===== src/rtl/dbg_mem_loader.sv =====
`default_nettype none
// ============================================================================
// Module   : dbg_mem_loader
// Purpose  : Parses A5-framed load/run commands from a byte stream and drives
//            the SoC debug memory port; holds the CPU in reset while loading.
//            Optional read-back check of every write: define LOADER_VERIFY_EN.
// Revision : 1.0 - initial release
// ============================================================================
module dbg_mem_loader #(
    parameter int ADR_W       = 32,
    parameter int DATA_W      = 32,
    parameter int LEN_W       = 16,
    parameter int HOLD_CYCLES = 2
) (
    input  logic                clk,
    input  logic                n_reset,
    input  logic [7:0]          in_data,
    input  logic                in_valid,
    output logic                in_ready,
    output logic                dbg_mem_op,
    output logic [ADR_W-1:0]    dbg_adr,
    output logic [DATA_W-1:0]   dbg_do,
    output logic [DATA_W/8-1:0] dbg_wren,
    input  logic [DATA_W-1:0]   dbg_di,
    output logic                cpu_n_reset,
    output logic                busy,
    output logic                err
);

    localparam logic [7:0] c_MAGIC     = 8'hA5;
    localparam logic [7:0] c_CMD_WRITE = 8'h01;
    localparam logic [7:0] c_CMD_RUN   = 8'h02;

    localparam logic [7:0] c_ADR_LAST  = 8'(ADR_W / 8 - 1);
    localparam logic [7:0] c_LEN_LAST  = 8'(LEN_W / 8 - 1);
    localparam logic [7:0] c_DAT_LAST  = 8'(DATA_W / 8 - 1);
    localparam logic [ADR_W-1:0] c_ADR_STEP = ADR_W'(DATA_W / 8);

    localparam int c_HOLD_W = (HOLD_CYCLES > 1) ? $clog2(HOLD_CYCLES) : 1;
    localparam logic [c_HOLD_W-1:0] c_HOLD_LAST = c_HOLD_W'(HOLD_CYCLES - 1);

    localparam logic [2:0] c_ST_IDLE   = 3'd0;
    localparam logic [2:0] c_ST_CMD    = 3'd1;
    localparam logic [2:0] c_ST_ADDR   = 3'd2;
    localparam logic [2:0] c_ST_LEN    = 3'd3;
    localparam logic [2:0] c_ST_DATA   = 3'd4;
    localparam logic [2:0] c_ST_WRITE  = 3'd5;
    localparam logic [2:0] c_ST_VERIFY = 3'd6;
    localparam logic [2:0] c_ST_RUN    = 3'd7;

    logic [2:0]          r_state;
    logic [2:0]          w_state_nxt;
    logic [7:0]          r_bcnt;
    logic [ADR_W-1:0]    r_addr;
    logic [LEN_W-1:0]    r_count;
    logic [DATA_W-1:0]   r_word;
    logic [c_HOLD_W-1:0] r_hold;
    logic [ADR_W-1:0]    r_dbg_adr;
    logic [DATA_W-1:0]   r_dbg_do;
    logic                r_cpu_n_reset;
    logic                r_err;

    logic                w_in_ready;
    logic                w_bus_own;
    logic                w_wren;
    logic                w_fire;
    logic                w_hold_done;
    logic [LEN_W-1:0]    w_count_dec;

    // Little-endian fields: each new byte enters at the top and shifts down,
    // so after the last byte the first one received sits in bits [7:0].
    logic [ADR_W+7:0]    w_addr_cat;
    logic [LEN_W+7:0]    w_len_cat;
    logic [DATA_W+7:0]   w_word_cat;
    logic [ADR_W-1:0]    w_addr_shift;
    logic [LEN_W-1:0]    w_len_shift;
    logic [DATA_W-1:0]   w_word_shift;

    assign w_addr_cat   = {in_data, r_addr};
    assign w_len_cat    = {in_data, r_count};
    assign w_word_cat   = {in_data, r_word};
    assign w_addr_shift = w_addr_cat[ADR_W+7:8];
    assign w_len_shift  = w_len_cat[LEN_W+7:8];
    assign w_word_shift = w_word_cat[DATA_W+7:8];

    assign w_fire      = in_valid & w_in_ready;
    assign w_hold_done = (r_hold == c_HOLD_LAST);
    assign w_count_dec = r_count - LEN_W'(1);

`ifdef LOADER_VERIFY_EN
    logic r_vphase;
    logic w_mismatch;
    assign w_mismatch = (dbg_di != r_dbg_do);
`else
    logic w_unused_di;
    assign w_unused_di = ^dbg_di;
`endif

    always_ff @(posedge clk) begin
        if (!n_reset) begin
            r_state <= c_ST_IDLE;
        end else begin
            r_state <= w_state_nxt;
        end
    end

    always_comb begin
        w_state_nxt = r_state;
        w_in_ready  = 1'b0;
        w_bus_own   = 1'b0;
        w_wren      = 1'b0;
        case (r_state)
            c_ST_IDLE: begin
                w_in_ready = 1'b1;
                if (w_fire && in_data == c_MAGIC) w_state_nxt = c_ST_CMD;
            end
            c_ST_CMD: begin
                w_in_ready = 1'b1;
                if (w_fire) begin
                    if (in_data == c_CMD_WRITE)    w_state_nxt = c_ST_ADDR;
                    else if (in_data == c_CMD_RUN) w_state_nxt = c_ST_RUN;
                    else                           w_state_nxt = c_ST_IDLE;
                end
            end
            c_ST_ADDR: begin
                w_in_ready = 1'b1;
                if (w_fire && r_bcnt == c_ADR_LAST) w_state_nxt = c_ST_LEN;
            end
            c_ST_LEN: begin
                w_in_ready = 1'b1;
                if (w_fire && r_bcnt == c_LEN_LAST)
                    w_state_nxt = (w_len_shift == '0) ? c_ST_IDLE : c_ST_DATA;
            end
            c_ST_DATA: begin
                w_in_ready = 1'b1;
                if (w_fire && r_bcnt == c_DAT_LAST) w_state_nxt = c_ST_WRITE;
            end
            c_ST_WRITE: begin
                w_bus_own = 1'b1;
                w_wren    = 1'b1;
                if (w_hold_done) begin
`ifdef LOADER_VERIFY_EN
                    w_state_nxt = c_ST_VERIFY;
`else
                    w_state_nxt = (w_count_dec == '0) ? c_ST_IDLE : c_ST_DATA;
`endif
                end
            end
            c_ST_VERIFY: begin
                w_bus_own = 1'b1;
`ifdef LOADER_VERIFY_EN
                // Phase 0 presents the read, phase 1 sees the registered data.
                if (r_vphase) begin
                    if (w_mismatch || r_count == '0) w_state_nxt = c_ST_IDLE;
                    else                             w_state_nxt = c_ST_DATA;
                end
`else
                w_state_nxt = c_ST_IDLE;
`endif
            end
            c_ST_RUN: begin
                w_state_nxt = c_ST_IDLE;
            end
            default: begin
                w_state_nxt = c_ST_IDLE;
            end
        endcase
    end

    always_ff @(posedge clk) begin
        if (!n_reset) begin
            r_bcnt        <= '0;
            r_addr        <= '0;
            r_count       <= '0;
            r_word        <= '0;
            r_hold        <= '0;
            r_dbg_adr     <= '0;
            r_dbg_do      <= '0;
            r_cpu_n_reset <= 1'b0;
            r_err         <= 1'b0;
`ifdef LOADER_VERIFY_EN
            r_vphase      <= 1'b0;
`endif
        end else begin
            case (r_state)
                c_ST_IDLE: begin
                    r_bcnt <= '0;
                end
                c_ST_CMD: begin
                    r_bcnt <= '0;
                    if (w_fire) begin
                        if (in_data == c_CMD_WRITE) begin
                            r_cpu_n_reset <= 1'b0;
                            r_err         <= 1'b0;
                        end else if (in_data != c_CMD_RUN) begin
                            r_err <= 1'b1;
                        end
                    end
                end
                c_ST_ADDR: begin
                    if (w_fire) begin
                        r_addr <= w_addr_shift;
                        r_bcnt <= (r_bcnt == c_ADR_LAST) ? 8'd0 : r_bcnt + 8'd1;
                    end
                end
                c_ST_LEN: begin
                    if (w_fire) begin
                        r_count <= w_len_shift;
                        r_bcnt  <= (r_bcnt == c_LEN_LAST) ? 8'd0 : r_bcnt + 8'd1;
                    end
                end
                c_ST_DATA: begin
                    if (w_fire) begin
                        r_word <= w_word_shift;
                        if (r_bcnt == c_DAT_LAST) begin
                            r_bcnt    <= 8'd0;
                            r_dbg_adr <= r_addr;
                            r_dbg_do  <= w_word_shift;
                            r_hold    <= '0;
                        end else begin
                            r_bcnt <= r_bcnt + 8'd1;
                        end
                    end
                end
                c_ST_WRITE: begin
                    if (w_hold_done) begin
                        // dbg_adr keeps the written address; r_addr moves on.
                        r_addr  <= r_addr + c_ADR_STEP;
                        r_count <= w_count_dec;
                        r_hold  <= '0;
`ifdef LOADER_VERIFY_EN
                        r_vphase <= 1'b0;
`endif
                    end else begin
                        r_hold <= r_hold + c_HOLD_W'(1);
                    end
                end
                c_ST_VERIFY: begin
`ifdef LOADER_VERIFY_EN
                    r_vphase <= 1'b1;
                    if (r_vphase && w_mismatch) r_err <= 1'b1;
`endif
                end
                c_ST_RUN: begin
                    r_cpu_n_reset <= 1'b1;
                end
                default: begin
                    r_bcnt <= '0;
                end
            endcase
        end
    end

    assign in_ready    = w_in_ready;
    assign busy        = (r_state != c_ST_IDLE);
    assign dbg_mem_op  = w_bus_own;
    assign dbg_wren    = {(DATA_W/8){w_wren}};
    assign dbg_adr     = r_dbg_adr;
    assign dbg_do      = r_dbg_do;
    assign cpu_n_reset = r_cpu_n_reset;
    assign err         = r_err;

endmodule
`default_nettype wire


===== config.mk =====
export PLATFORM = sky130hd
export DESIGN_NAME = dbg_mem_loader
export DESIGN_NICKNAME = d
export VERILOG_FILES = /design/src/rtl/dbg_mem_loader.sv
export SDC_FILE = /design/constraint.sdc
export NUM_CORES = 1
export LEC_CHECK = 0
export ABC_AREA = 0
export BUFFER_PORTS_ARGS = -buffer_cell sky130_fd_sc_hd__buf_4
export CORE_MARGIN = 2
export CORE_UTILIZATION = 40
export CTS_BUF_LIST = sky130_fd_sc_hd__clkbuf_4 sky130_fd_sc_hd__clkbuf_8
export DETAILED_ROUTE_END_ITERATION = 8
export GPL_ROUTABILITY_DRIVEN = 0
export PLACE_DENSITY = 0.64
export SYNTH_ARGS = -nofsm -noshare
export SYNTH_HDL_FRONTEND = slang
export SYNTH_SLANG_ARGS = --single-unit

===== constraint.sdc =====
create_clock -name clk -period 4.7 [get_ports clk]
set_input_delay 0.47 -clock clk [delete_from_list [all_inputs] [get_ports clk]]
set_output_delay 0.47 -clock clk [all_outputs]
set_load 0.01 [all_outputs]

# [Yosys cells after proc, flatten, opt, wreduce, memory -nomap -nowiden]
# Cells that the tools add are included.
[totals] register_bits=158 in_bits=43 out_inout_bits=73 word_cells=101
[op_classes] n_addsub=4 n_eq_ne=25 mux=34 bitwise=1 reduce_logical=27
[ops] cell="$mux 32" count=2
[ops] cell="$pmux 32 s2" count=1
[ops] cell="$add 32x3->32 const B" count=1
[ops] cell="$logic_not 16->1" count=2
[ops] cell="$mux 16" count=2
[ops] cell="$mux 8" count=4
[ops] cell="$pmux 16 s2" count=1
[ops] cell="$mux 3" count=10
[ops] cell="$pmux 8 s3" count=1
[ops] cell="$ne 2x2->1 const B" count=11
[ops] cell="$pmux 3 s7" count=1
[ops] cell="$reduce_and 3->1" count=7
[ops] cell="$eq 8x1->1 const B" count=2
[ops] cell="$eq 8x2->1 const B" count=2
[ops] cell="$sub 16x1->16 const B" count=1
[ops] cell="$eq 3x3->1 const B" count=4
[ops] cell="$mux 1" count=10
[ops] cell="$reduce_bool 2->1" count=5
[ops] cell="$add 8x1->8 const B" count=1
[ops] cell="$eq 8x8->1 const B" count=1
[ops] cell="$ne 8x2->1 const B" count=1
[ops] cell="$reduce_or 2->1" count=4
[ops] cell="$eq 3x2->1 const B" count=2
[ops] cell="$reduce_and 6->1" count=1
[ops] cell="other kinds (10)" count=14

# [Depth between registers and ports, before layout]
[logic_depth] ltp_word=7 mapped_depth=8 depth_no_buf=7

# [Least setup slack after synthesis]
# OpenSTA, ideal clock, no wires.
[synth_path] kind="register -> register" startpoint="reg r_count[2]" endpoint="reg r_count[13]" setup_ns=0.119 arrival_ns=1.970 required_ns=4.581 setup_slack_ns=2.611 stages_incl_launch_ff=7 n_path_buf=1 period_less_slack_ns=2.089 cell_sequence="dfxtp_1 > clkbuf_1 > or4_1 > nor4_1 > and2_1 > a41oi_1 > o221a_2"
[synth_via] elab_chain_len=3
[synth_lines] element="start, declared" line="55" rtl="logic [LEN_W-1:0] r_count;"
[synth_lines] element="start signal, assigned" line="208" rtl="r_count <= w_len_shift;"
[synth_lines] element="start signal, assigned" line="229" rtl="r_count <= w_count_dec;"
[synth_lines] element="$sub 16x1->16" line="88" rtl="assign w_count_dec = r_count - LEN_W'(1);"
[synth_lines] element="$mux 16" line="226" rtl="if (w_hold_done) begin"
[synth_lines] element="$pmux 16 s2" line="185" rtl="case (r_state)"
# No other way between the ends. The select of a mux whose other input is x is not followed.
# A chain may end at the register's enable or synchronous reset.

# [Worst setup path after layout]
[layout_path] startpoint="reg r_state[0]" endpoint="reg r_dbg_adr[24], in the netlist dbg_adr[24]"
[layout_via] elab_chain_len=5 elab_cells_between_ends=9 classes_between="4 x eq/ne; 1 x mux; 1 x bitwise; 3 x reduce/logical"
[layout_lines] element="start, declared" line="51" rtl="logic [2:0] r_state;"
[layout_lines] element="start signal, assigned" line="101" rtl="r_state <= c_ST_IDLE;"
[layout_lines] element="start signal, assigned" line="103" rtl="r_state <= w_state_nxt;"
[layout_lines] element="$eq 3x3->1 (tied with other cells)" line="112, 185"
[layout_lines] element="$reduce_or 5->1 (no line)"
[layout_lines] element="$mux 1" line="112" rtl="case (r_state)"
[layout_lines] element="$and 1x1->1" line="86" rtl="assign w_fire = in_valid & w_in_ready;"
[layout_lines] element="$reduce_and 3->1 (no line) (*)"
[layout_lines] element="end signal, assigned" line="217" rtl="r_dbg_adr <= r_addr;"
[layout_lines] element="end, declared" line="58" rtl="logic [ADR_W-1:0] r_dbg_adr;"
# Mark *: on every way between the ends. The rest lies on a longest branch, timed or not.

==> results.txt <==
----------------------------------------------------
[STA]
  Worst setup skew after layout ... ~0.015 ns
  Worst hold slack after final layout ... approximately 0.31 ns
  Final critical-path share of the clock period ... 0.641
  Final Max Tran Viols ... 0
  Slew HR ... 0.279
  Number of setup violations in the final report ... 0
  Fin crit period ... 3.01 ns
  RSZ-0062 raised after global routing ... false
  Final Hold Vio Count ... 0
  Sum of negative setup slack ... 0 ns
  Transition at the pin with the smallest max-transition slack ... 1.08 ns
  Fmax ... between 300 and 400 MHz

[Synthesis]
  Number of distinct standard cells referenced by the synthesized netlist ... between 60 and 70
  Instance count of the mapped netlist ... 949
  Synthesized area per cell ... 7.77 µm²
  Syn Nets ... 997
  #FFs+latches synth ... 150
  Netlist area before placement ... between 7000 and 8000 µm²
  Count of synthesis-stage warnings from yosys ... 0
  Most used flip-flop cell after synthesis ... sky130_fd_sc_hd__dfxtp_1
  Number of synthesized flops with an enable pin ... 0
  Asr flop ratio synth ... 0
  Proportion of synthesized chip area in sequential cells ... 0.407

[Clock tree]
  CTS Hold Bufs ... 0
  TritonCTS clock tree ... done
  Clk sink count ... 150
  Clock H-tree levels ... 4
  Clock Root Buffer ... sky130_fd_sc_hd__clkbuf_8
  Clock buffer depth ... 2
  Post-CTS setup buffers ... 0
  Register clock-pin slew on the reported worst setup and hold paths ... approximately 0.09 ns
  CTS-repair resized insts ... 0
  TritonCTS Buffers ... 17
  Clk Latency, worst-skew pair ... between 0.4 and 0.5 ns

[Critical path]
  R2R depth ... 6
  Worst-path fanout max ... 40
  Worst setup path class ... flop to flop
  Crit path largest cell delay ... between 0.8 and 0.9 ns
  Ordered cell list for the critical path ... nor2b_1, nand2b_1, or2_2, buf_12, nand2_1, a21boi_0
  Worst endpoint data arrival time ... 3.39 ns
  Required time of the worst setup path ... slightly above 5 ns
  Critical path launch point type ... flop
  Launching point of the worst reg2reg path ... r_state[0]$_SDFFE_PN0P_
  Kind of end point of the critical path ... flop
  Internal reg-to-reg setup slack ... approximately 1.7 ns
  Worst R2R End ... dbg_adr[24]$_SDFFE_PN0P_
  Worst path slowest cell ... sky130_fd_sc_hd__dfxtp_1

[Global route]
  Overflow left after global routing ... 0
  Global Route Usage Sum ... 0.194
  Vias in the first global route ... between 5000 and 6000
  Wire length of the first global-routing pass ... approximately 31 mm
  Largest net degree at the start of global routing ... between 90 and 100
  Number of antenna violations at the first check in global routing ... 0

[Finish]
  Number of nets in the finished design ... slightly above 1000
  Leading cell types in the layout, fill and taps excluded ... sky130_fd_sc_hd__nand2_1, sky130_fd_sc_hd__dfxtp_1, sky130_fd_sc_hd__a21boi_0
  Antenna diodes ... 0
  Share of cells above drive strength 1 ... 0.146
  Finished Cell Area ... 8470 µm²
  Most common cell after layout, fill and taps aside ... sky130_fd_sc_hd__nand2_1
  Area Growth Syn to Fin ... 14.9%

[Status]
  Status ... finished, final reports clean

[Floorplan]
  Starting Density ... 0.409
  Cell Rows ... between 40 and 50
  Horizontal extent of the die ... around 140 µm
  Die boundary height ... ~140 µm
  Num ports ... approximately 120
  Area of the core ... roughly 18000 µm²
  DIE AREA ... roughly 20000 µm²

[Detailed routing]
  Total iterations of the first detailed-routing run ... 5
  Via Count ... between 6000 and 7000
  DRC violations left ... 0
  Antenna violation net count after detailed routing ... 0
  Final routed wirelength across all metal layers ... 19.2 mm
  Number of DRC violations after detailed-routing iteration 0 ... ~570
  Detail-routed via count per cell ... ~5.5
  Wire per inst ... about 16 µm

[Min path]
  End of the worst hold path ... dbg_do[27]$_SDFFE_PN0P_
  Hold path startpoint ... in_data[3]
  Hold WC Path Type ... primary input to flop
  Number of stages on the worst hold path ... 3

[Placement]
  Area after detailed placement ... 8080 µm²
  Port Buffer Count ... 83
  Final HPWL DP ... around 12 mm

[Power]
  Standby leakage power ... 3.01 nW
  Power per Cell Area ... 275 nW/µm²
  Worst IR Drop VDD ... 0.185 mV

[Flow run]
  Max capacitance violation total ... 0

----------------------------------------------------
==> worst max-delay path: cells and delay by family (launching register included) <==
family,cells,cell delay (ns)
flip-flops,1,0.86
AO/OA/AOI/OAI,1,0.17
buffers and inverters,1,0.27
AND/OR/NAND/NOR,4,1.59
==> synth_stat cells, types with 5 or more instances <==
master / instances / area share
sky130_fd_sc_hd__o21ai_0: 36 / 0.024
sky130_fd_sc_hd__nor2b_1: 12 / 0.010
sky130_fd_sc_hd__or3_1: 10 / 0.0085
sky130_fd_sc_hd__a31oi_1: 5 / 0.0042
sky130_fd_sc_hd__dfxtp_1: 150 / 0.41
sky130_fd_sc_hd__nor2_1: 52 / 0.026
sky130_fd_sc_hd__and2_1: 8 / 0.0068
sky130_fd_sc_hd__a41oi_1: 7 / 0.0083
sky130_fd_sc_hd__mux2i_1: 8 / 0.011
sky130_fd_sc_hd__inv_1: 12 / 0.0061
sky130_fd_sc_hd__xnor2_1: 9 / 0.011
sky130_fd_sc_hd__o31ai_1: 7 / 0.0071
sky130_fd_sc_hd__a211oi_1: 7 / 0.0071
sky130_fd_sc_hd__clkbuf_1: 68 / 0.035
sky130_fd_sc_hd__a311oi_1: 5 / 0.0059
sky130_fd_sc_hd__nor4_1: 14 / 0.012
sky130_fd_sc_hd__nand4_1: 8 / 0.0068
sky130_fd_sc_hd__nand3_1: 28 / 0.019
sky130_fd_sc_hd__xor2_1: 6 / 0.0071
sky130_fd_sc_hd__o221a_2: 7 / 0.011
sky130_fd_sc_hd__a21boi_0: 96 / 0.098
sky130_fd_sc_hd__nand2_1: 234 / 0.12
sky130_fd_sc_hd__a21oi_1: 44 / 0.030
sky130_fd_sc_hd__nor3_1: 21 / 0.014
sky130_fd_sc_hd__ha_1: 5 / 0.0085
==> per-stage QoR <==
step                setup slack, ns  cells  utilization  total power [mW]
finish                         1.69   1225        0.470              2.33
floorplan                      2.61    949            -              1.33
detailed placement             1.66   1193        0.448              1.35
CTS                            1.64   1225        0.470              2.35
global route                   1.43   1225        0.470              2.42
global placement               1.74   1193        0.448              1.36
==> report_power, final <==
| group | switching (mW) | internal [mW] | leakage (nW) |
|---|---|---|---|
| registers | 0.0000644 | 1.27 | 1.21 |
| logic | 0.0334 | 0.0218 | 1.61 |
| clock network | 0.555 | 0.448 | 0.188 |
==> worst max-delay path by stage <==
stage                                 start                       end  slack (ns)  cells past startpoint
floorplan           r_count[2]$_SDFFE_PN0P_  r_count[13]$_SDFFE_PN0P_        2.61                      6
global placement    r_state[0]$_SDFFE_PN0P_  dbg_adr[17]$_SDFFE_PN0P_        1.74                      6
detailed placement  r_state[0]$_SDFFE_PN0P_  dbg_adr[24]$_SDFFE_PN0P_        1.66                      6
CTS                 r_state[0]$_SDFFE_PN0P_  dbg_adr[10]$_SDFFE_PN0P_        1.64                      6
global route        r_state[0]$_SDFFE_PN0P_  dbg_adr[26]$_SDFFE_PN0P_        1.43                      6
finish              r_state[0]$_SDFFE_PN0P_  dbg_adr[24]$_SDFFE_PN0P_        1.69                      6
==> area by class of cell <==
class	instances	area (µm²)
clock inverter	14	143
timing repair buffer	95	726
multi-input combinational	706	4020
inverter	13	48.8
sequential	150	3000
fill	1815	9560
clock buffer	18	248
tap	229	287
==> logic make-up after synthesis <==
logic type,count (synthesis),share of synthesized area
adders and majority gates,5,0.00848
buffers and inverters,93,0.0501
xor gates and xnor gates,15,0.0178
AOI/OAI and AO/OA,249,0.236
muxes,10,0.0139
and+or+nand+nor,427,0.267
DFF,150,0.407
==> routing by layer <==
layer | track usage | vias up | share of wire
met3 | 0.0399 | 24 | 0.049
met1 | 0.283 | 3148 | 0.50
li1 | - | 3387 | -
met4 | 0.0474 | 0 | 0.010
met2 | 0.295 | 187 | 0.44
met5 | 0 | - | 0
==> registers in the layout, indices dropped and copies added (netlist names) <==
| name | cells |
|---|---|
| err | 1 |
| r_state | 3 |
| r_addr | 32 |
| dbg_do | 32 |
| cpu_n_reset | 1 |
| dbg_adr | 32 |
| r_bcnt | 8 |
| r_hold | 1 |
| r_word | 24 |
| r_count | 16 |
No activity file was read; power rests on OpenSTA's default activity.
